$ cat src/rtl/reg_write_arbiter_pkg.sv
// Shared state encoding and default sizing for the register write arbiter.
// The locked-burst default only exists when ARB_LOCK_EN is defined.
package reg_write_arbiter_pkg;

    localparam int DEF_N_REQ  = 4;
    localparam int DEF_DATA_W = 7;
`ifdef ARB_LOCK_EN
    localparam int DEF_MAX_BURST = 4;
`endif

    typedef enum logic [1:0] {
        ST_IDLE  = 2'd0,
        ST_WRITE = 2'd1,
        ST_CLEAR = 2'd2,
        ST_DONE  = 2'd3
    } arb_state_e;

    // Width of a requester index; never narrower than one bit.
    function automatic int ptr_width(input int n);
        return (n > 1) ? $clog2(n) : 1;
    endfunction

endpackage

$ cat src/rtl/reg_write_arbiter_if.sv
// Requester/register bundle of the write arbiter; ARB_LOCK_EN adds the lock vector.
interface reg_write_arbiter_if
    import reg_write_arbiter_pkg::*;
#(
    parameter int N_REQ  = DEF_N_REQ,
    parameter int DATA_W = DEF_DATA_W
);
    logic [N_REQ-1:0]        req;
    logic [N_REQ*DATA_W-1:0] wdata;
    logic                    clr_req;
`ifdef ARB_LOCK_EN
    logic [N_REQ-1:0]        lock;
`endif
    logic [N_REQ-1:0]        ack;
    logic                    clr_ack;
    logic [N_REQ-1:0]        grant;
    logic                    busy;
    logic                    reg_enable;
    logic [DATA_W-1:0]       reg_d;
    logic                    reg_clear;

`ifdef ARB_LOCK_EN
    modport master (output req, wdata, clr_req, lock,
                    input  ack, clr_ack, grant, busy, reg_enable, reg_d, reg_clear);
    modport slave  (input  req, wdata, clr_req, lock,
                    output ack, clr_ack, grant, busy, reg_enable, reg_d, reg_clear);
`else
    modport master (output req, wdata, clr_req,
                    input  ack, clr_ack, grant, busy, reg_enable, reg_d, reg_clear);
    modport slave  (input  req, wdata, clr_req,
                    output ack, clr_ack, grant, busy, reg_enable, reg_d, reg_clear);
`endif

endinterface

$ cat src/rtl/reg_write_arbiter_rr_picker.sv
// Combinational round-robin picker: first set request above rr_ptr, wrapping at N_REQ-1.
module reg_write_arbiter_rr_picker #(
    parameter int N_REQ = 4,
    parameter int PTR_W = 2
) (
    input  logic [N_REQ-1:0] req,
    input  logic [PTR_W-1:0] rr_ptr,
    output logic [N_REQ-1:0] win_oh,
    output logic [PTR_W-1:0] win_idx,
    output logic             any_req
);

    // Scan N_REQ positions starting just after the last winner.
    always_comb begin
        logic [PTR_W-1:0] pos;
        logic             found;
        pos     = '0;
        found   = 1'b0;
        win_oh  = '0;
        win_idx = '0;
        for (int k = 1; k <= N_REQ; k++) begin
            pos = PTR_W'((int'(rr_ptr) + k) % N_REQ);
            if (!found && req[pos]) begin
                found        = 1'b1;
                win_idx      = pos;
                win_oh[pos]  = 1'b1;
            end else begin
                found = found;
            end
        end
    end

    assign any_req = |req;

endmodule

$ cat src/rtl/reg_write_arbiter.sv
// Round-robin write/clear sequencer in front of one shared clear/enable register.
// Define ARB_LOCK_EN to add per-requester locked bursts of up to MAX_BURST writes.
module reg_write_arbiter
    import reg_write_arbiter_pkg::*;
#(
    parameter int N_REQ  = DEF_N_REQ,
    parameter int DATA_W = DEF_DATA_W
`ifdef ARB_LOCK_EN
    ,parameter int MAX_BURST = DEF_MAX_BURST
`endif
) (
    input  logic                clock,
    input  logic                reset_n,
    reg_write_arbiter_if.slave  bus
);

    localparam int PTR_W = ptr_width(N_REQ);

    arb_state_e        state_q, state_d;
    logic [N_REQ-1:0]  grant_q, grant_d;
    logic [PTR_W-1:0]  win_idx_q, win_idx_d;
    logic [PTR_W-1:0]  rr_ptr_q, rr_ptr_d;
    logic [DATA_W-1:0] reg_d_q, reg_d_d;
    logic [N_REQ-1:0]  ack_q, ack_d;
    logic              clr_ack_q, clr_ack_d;
    logic              busy_q, busy_d;
    logic              reg_enable_q, reg_enable_d;
    logic              reg_clear_q, reg_clear_d;

    logic [N_REQ-1:0]  pick_oh_s;
    logic [PTR_W-1:0]  pick_idx_s;
    logic              any_req_s;
    logic              lock_cont_s;

    function automatic logic [DATA_W-1:0] data_slice(input logic [N_REQ*DATA_W-1:0] packed_data,
                                                     input logic [PTR_W-1:0]        sel);
        logic [DATA_W-1:0] res;
        res = '0;
        for (int i = 0; i < N_REQ; i++) begin
            res = res | (packed_data[i*DATA_W +: DATA_W] & {DATA_W{sel == PTR_W'(i)}});
        end
        return res;
    endfunction

    reg_write_arbiter_rr_picker #(
        .N_REQ (N_REQ),
        .PTR_W (PTR_W)
    ) u_picker (
        .req     (bus.req),
        .rr_ptr  (rr_ptr_q),
        .win_oh  (pick_oh_s),
        .win_idx (pick_idx_s),
        .any_req (any_req_s)
    );

`ifdef ARB_LOCK_EN
    localparam int BC_W = $clog2(MAX_BURST) + 1;
    logic [BC_W-1:0] burst_cnt_q, burst_cnt_d;

    // A burst continues only while the owner still locks and requests, and no clear waits.
    assign lock_cont_s = bus.lock[win_idx_q] & bus.req[win_idx_q] & ~bus.clr_req
                       & (burst_cnt_q < BC_W'(MAX_BURST - 1));
`else
    assign lock_cont_s = 1'b0;
`endif

    // Next-state, data latch and registered-output decode.
    always_comb begin
        state_d   = state_q;
        grant_d   = grant_q;
        win_idx_d = win_idx_q;
        rr_ptr_d  = rr_ptr_q;
        reg_d_d   = reg_d_q;
`ifdef ARB_LOCK_EN
        burst_cnt_d = burst_cnt_q;
`endif
        case (state_q)
            ST_IDLE: begin
                if (bus.clr_req) begin
                    state_d = ST_CLEAR;
                end else if (any_req_s) begin
                    state_d   = ST_WRITE;
                    grant_d   = pick_oh_s;
                    win_idx_d = pick_idx_s;
                    reg_d_d   = data_slice(bus.wdata, pick_idx_s);
                end else begin
                    state_d = ST_IDLE;
                end
            end
            ST_WRITE: state_d = ST_DONE;
            ST_CLEAR: state_d = ST_DONE;
            ST_DONE: begin
                // A non-zero grant here means the finishing operation was a write.
                if (|grant_q) begin
                    rr_ptr_d = win_idx_q;
                end else begin
                    rr_ptr_d = rr_ptr_q;
                end
                if ((|grant_q) && lock_cont_s) begin
                    state_d = ST_WRITE;
                    reg_d_d = data_slice(bus.wdata, win_idx_q);
`ifdef ARB_LOCK_EN
                    burst_cnt_d = burst_cnt_q + BC_W'(1);
`endif
                end else begin
                    state_d = ST_IDLE;
                    grant_d = '0;
`ifdef ARB_LOCK_EN
                    burst_cnt_d = '0;
`endif
                end
            end
            default: begin
                state_d = ST_IDLE;
                grant_d = '0;
            end
        endcase

        reg_enable_d = (state_d == ST_WRITE);
        reg_clear_d  = (state_d == ST_CLEAR);
        busy_d       = (state_d != ST_IDLE);
        ack_d        = (state_q == ST_WRITE) ? grant_q : '0;
        clr_ack_d    = (state_q == ST_CLEAR);
    end

    // State and output registers; reset drops every register pin at once.
    always_ff @(posedge clock or negedge reset_n) begin
        if (!reset_n) begin
            state_q      <= ST_IDLE;
            grant_q      <= '0;
            win_idx_q    <= '0;
            rr_ptr_q     <= PTR_W'(N_REQ - 1);
            reg_d_q      <= '0;
            ack_q        <= '0;
            clr_ack_q    <= 1'b0;
            busy_q       <= 1'b0;
            reg_enable_q <= 1'b0;
            reg_clear_q  <= 1'b0;
`ifdef ARB_LOCK_EN
            burst_cnt_q  <= '0;
`endif
        end else begin
            state_q      <= state_d;
            grant_q      <= grant_d;
            win_idx_q    <= win_idx_d;
            rr_ptr_q     <= rr_ptr_d;
            reg_d_q      <= reg_d_d;
            ack_q        <= ack_d;
            clr_ack_q    <= clr_ack_d;
            busy_q       <= busy_d;
            reg_enable_q <= reg_enable_d;
            reg_clear_q  <= reg_clear_d;
`ifdef ARB_LOCK_EN
            burst_cnt_q  <= burst_cnt_d;
`endif
        end
    end

    assign bus.ack        = ack_q;
    assign bus.clr_ack    = clr_ack_q;
    assign bus.grant      = grant_q;
    assign bus.busy       = busy_q;
    assign bus.reg_enable = reg_enable_q;
    assign bus.reg_d      = reg_d_q;
    assign bus.reg_clear  = reg_clear_q;

endmodule
$ cat src/flat_wrapper.sv
// flat-port wrapper written by rule: the top's interface ports become plain ports
module reg_write_arbiter_flat import reg_write_arbiter_pkg::*;
#(
    parameter int N_REQ  = DEF_N_REQ,
    parameter int DATA_W = DEF_DATA_W

)
  (clock, reset_n, bus_req, bus_wdata, bus_clr_req, bus_ack, bus_clr_ack, bus_grant, bus_busy, bus_reg_enable, bus_reg_d, bus_reg_clear);
  reg_write_arbiter_if #(.N_REQ(N_REQ), .DATA_W(DATA_W)) bus_i ();
  input  logic clock;
  input  logic reset_n;
  input wire logic [$bits(bus_i.req)-1:0] bus_req;
  input wire logic [$bits(bus_i.wdata)-1:0] bus_wdata;
  input wire logic [$bits(bus_i.clr_req)-1:0] bus_clr_req;
  output wire logic [$bits(bus_i.ack)-1:0] bus_ack;
  output wire logic [$bits(bus_i.clr_ack)-1:0] bus_clr_ack;
  output wire logic [$bits(bus_i.grant)-1:0] bus_grant;
  output wire logic [$bits(bus_i.busy)-1:0] bus_busy;
  output wire logic [$bits(bus_i.reg_enable)-1:0] bus_reg_enable;
  output wire logic [$bits(bus_i.reg_d)-1:0] bus_reg_d;
  output wire logic [$bits(bus_i.reg_clear)-1:0] bus_reg_clear;
  assign bus_i.req = bus_req;
  assign bus_i.wdata = bus_wdata;
  assign bus_i.clr_req = bus_clr_req;
  assign bus_ack = bus_i.ack;
  assign bus_clr_ack = bus_i.clr_ack;
  assign bus_grant = bus_i.grant;
  assign bus_busy = bus_i.busy;
  assign bus_reg_enable = bus_i.reg_enable;
  assign bus_reg_d = bus_i.reg_d;
  assign bus_reg_clear = bus_i.reg_clear;
  reg_write_arbiter #(.N_REQ(N_REQ), .DATA_W(DATA_W)) u_core (.clock(clock), .reset_n(reset_n), .bus(bus_i));
endmodule
$ cat config.mk
export PLATFORM = sky130hd
export DESIGN_NAME = reg_write_arbiter_flat
export DESIGN_NICKNAME = d
export VERILOG_FILES = /design/src/rtl/reg_write_arbiter_pkg.sv /design/src/rtl/reg_write_arbiter_if.sv /design/src/rtl/reg_write_arbiter_rr_picker.sv /design/src/rtl/reg_write_arbiter.sv /design/src/flat_wrapper.sv
export SDC_FILE = /design/constraint.sdc
export NUM_CORES = 1
export LEC_CHECK = 0
export ABC_AREA = 0
export CAP_MARGIN = 20
export CORE_MARGIN = 4
export CORE_UTILIZATION = 30
export DETAILED_ROUTE_END_ITERATION = 8
export PLACE_DENSITY = 0.56
export SLEW_MARGIN = 10
export SYNTH_ARGS = -nofsm -noshare
export SYNTH_HDL_FRONTEND = slang
export SYNTH_SLANG_ARGS = --single-unit
$ cat constraint.sdc
create_clock -name clock -period 2.6 [get_ports clock]
set_input_delay 0.39 -clock clock [delete_from_list [all_inputs] [get_ports clock]]
set_output_delay 0.39 -clock clock [all_outputs]
set_load 0.05 [all_outputs]
==> results of run 1 <==
==> final timing paths <==
kind	start	slack, ns	to
max	u_core.rr_ptr_q[1]	0.24	u_core.bus.grant[0]
max in group asynchronous	reset_n	1.82	u_core.rr_ptr_q[1]
min in group asynchronous	reset_n	0.49	u_core.bus.grant[3]
min	u_core.win_idx_q[0]	0.48	u_core.win_idx_q[0]
min reg2reg	u_core.win_idx_q[0]	0.48	u_core.win_idx_q[0]
max reg2reg	u_core.rr_ptr_q[1]	0.24	u_core.bus.grant[0]
==> power groups by stage <==
stage / Sequential (mW) / Combinational, mW / Clock (mW)
final: 0.650 / 1.94 / 0.234
after global routing: 0.675 / 2.10 / 0.257
after CTS: 0.654 / 1.90 / 0.245
after detailed placement: 0.659 / 1.90 / 0
after global placement: 0.660 / 1.88 / 0
after floorplan: 1.05 / 0.994 / 0
==> timing repair <==
action / 4_1_cts / 5_1_grt
hold buffers: 0 / 0
setup endpoints to repair: 0 / 4
gates resized for setup: 0 / 0
setup buffers: 0 / 1
==> registers in the layout (all words and copies together), names as in the netlist <==
| signal | cells |
|---|---|
| u_core.rr_ptr_q | 2 |
| u_core.bus.reg_enable | 1 |
| u_core.bus.ack | 4 |
| u_core.bus.busy | 1 |
| u_core.bus.reg_d | 7 |
| u_core.win_idx_q | 2 |
| u_core.bus.reg_clear | 1 |
| u_core.bus.grant | 4 |
| u_core.state_q | 2 |
| u_core.bus.clr_ack | 1 |
==> metal layers <==
| metal | wire (um) | vias to the layer above | share of wire (%) |
|---|---|---|---|
| met5 | 0 | - | 0 |
| met4 | 14 | 0 | 0.34 |
| met3 | 215 | 2 | 5.3 |
| met2 | 2090 | 38 | 51 |
| met1 | 1770 | 673 | 43 |
| li1 | - | 728 | - |
==> critical path, stage by stage (launching register included) <==
cell and delay [ns]:
dfstp_2 0.54, inv_1 0.06, ha_1 0.43, mux2i_1 0.36, mux2i_1 0.22, a221o_1 0.30, a32oi_1 0.21, o21ai_0 0.12
==> cell usage in the layout, fill, tap and decap left out, types with 3 or more instances in the layout <==
master and instances:
ha_1 12, dfrtp_1 23, and2_1 4, clkdlybuf4s50_1 53, mux2_2 4, o211ai_1 3
nand2_1 29, buf_4 14, a221o_1 4, nor2b_1 3, o221ai_1 7, nor2_1 5
mux2i_1 19, inv_1 11, o21ai_0 3, clkbuf_8 3, o311ai_0 3
==> area by class of cell <==
class / count / area [um^2]
clock buffer: 3 / 41.3
clock inverter: 1 / 7.51
fill: 547 / 3060
inverter: 11 / 41.3
multi-input combinational: 121 / 948
sequential: 25 / 628
tap: 72 / 90.1
timing repair buffer: 68 / 656
==> stage by stage <==
| step | power [mW] | instances | setup WS (ns) | area, um^2 | hold WS, ns |
|---|---|---|---|---|---|
| after floorplan | 2.05 | 168 | 0.0149 | 1700 | 0.0944 |
| after global placement | 2.54 | 296 | 0.0894 | 2340 | 0.460 |
| after detailed placement | 2.56 | 296 | 0.0331 | 2340 | 0.462 |
| after CTS | 2.80 | 300 | 0.146 | 2390 | 0.488 |
| after global routing | 3.03 | 301 | 0.129 | 2410 | 0.520 |
| final | 2.82 | 301 | 0.243 | 2410 | 0.482 |
==> logic make-up (layout without fill, tap and decap cells) <==
| family | count (synthesis) | count (layout) | synth area share (%) |
|---|---|---|---|
| flops | 25 | 25 | 37.2 |
| mux | 25 | 25 | 16.8 |
| fa+ha+maj | 12 | 12 | 8.89 |
| buf+inv | 22 | 83 | 6.67 |
| compound gates | 31 | 31 | 15.6 |
| simple gates | 53 | 53 | 14.9 |
==> results.cfg, run 1 <==
[synthesis]
synth_cell_types = 43
yosysMostFrequentCell = nand2_1
synth_area_um2 = 1690
synth_nets = 215
async_flop_share_pct = 100
ys_warn_count = 0
synth_top_area_share_pct = 34.1
avgSynthCellArea_um2 = 10.1
synth_seq_cells = 25
synth_edf_count = 0
synth_common_cells = nand2_1, dfrtp_1, mux2i_1, ha_1, inv_1
yosysSeqAreaShare_pct = 37.2
synthFlopType = dfrtp_1
synthTopCellsByArea = dfrtp_1, mux2i_1, ha_1, nand2_1, o221ai_1
synth_area_leader_cell = dfrtp_1
synthCells = 168

[timing]
post-route-period-util_pct = 90.7
drv_slew = 0
hold_viol = 0
slew_headroom_pct = 59.7
tightest_slew_ns = 0.597
finClkSkew_ns = 0.00553
min_period_ns = 2.36
setup_viol = 0
fmax_mhz = 424
rsz0062_at_grt = no
fin_tns_setup_ns = 0

[grt]
overflow = 0
grt_use_met2_pct = 21.2
antenna_found_initial = 0
grt_pass1_wl_mm = 6.86
track_usage_pct = 11.8
grt_pass1_vias = 1464
gr-usage-met3_pct = 3.77
grt_max_degree = 26
met1_usage_pct = 13.9
top_usage_layer = met2

[detailed_routing]
num_vias = 1441
drc = 0
viasPerCell = 4.79
wirelength_mm = 4.09
first_iter_violations = 57
dr.pass1.iters = 4
post_drt_wl_per_cell_um = 13.6
antenna_left = 0

[power_and_ir_drop]
internal-power_mw = 1.50
switchingPower_mw = 1.33
powerDensity_nw_per_um2 = 1170
worst_ir_drop_vdd_mv = 0.470
power_leakage_nw = 1.07
p_clk_share_pct = 8.3
share_comb_of_total_power_pct = 68.7
power_frac_seq_pct = 23.0
swShare_pct = 46.9

[cts]
clk_pin_slew_worst_paths_ns = 0.09
cts_tree = done
cts.sinks = 25
clockRootBuffer = clkbuf_8
clk_path_buf_depth = 2
htreeDepth = 1
clk_latency_ns = 0.27
cts_made_buffers = 3

[floorplanning]
ios = 54
rows = 27
fp.dieArea_um2 = 6890
core_area_um2 = 5470
die-width_um = 83.0
die_h_um = 83.0
initial_core_util_pct = 30.9

[finish]
syn_to_final_growth_pct = 42.8
postLayoutCoreUtil_pct = 44.1
fin_nets = 277
n_antenna_cell = 0
drive_gt1_share_pct = 12.7

[critical_path]
critPathCaptureType = flip-flop
start_kind = flip-flop
arrival_ns = 2.50
crit_fanout = 6
r2r_cells = 7
cp.required_ns = 2.75
critPathKind = flip-flop to flip-flop

[hold_path]
hold_class = flip-flop to flip-flop
worstHoldPathCells = 2

[place]
io_buffers = 53
hpwl_mm = 3.15
gp_congestion = 0.772

[status]
status = finished clean

[run]
drv_cap = 0
Note: power is estimated with default switching activity, not from simulation.
==> run 2, diff against run 1 <==
--- a/constraint.sdc
+++ b/constraint.sdc
@@ -3,2 +3,2 @@
 set_output_delay 0.39 -clock clock [all_outputs]
-set_load 0.05 [all_outputs]
+set_load 0.02 [all_outputs]
==> results of run 2 <==
The final DEF is identical to that of run 1. Status: finished clean.
Among the figures that moved: total power 2.82 mW -> 2.56 mW; worst IR drop on VDD 0.470 mV -> 0.363 mV
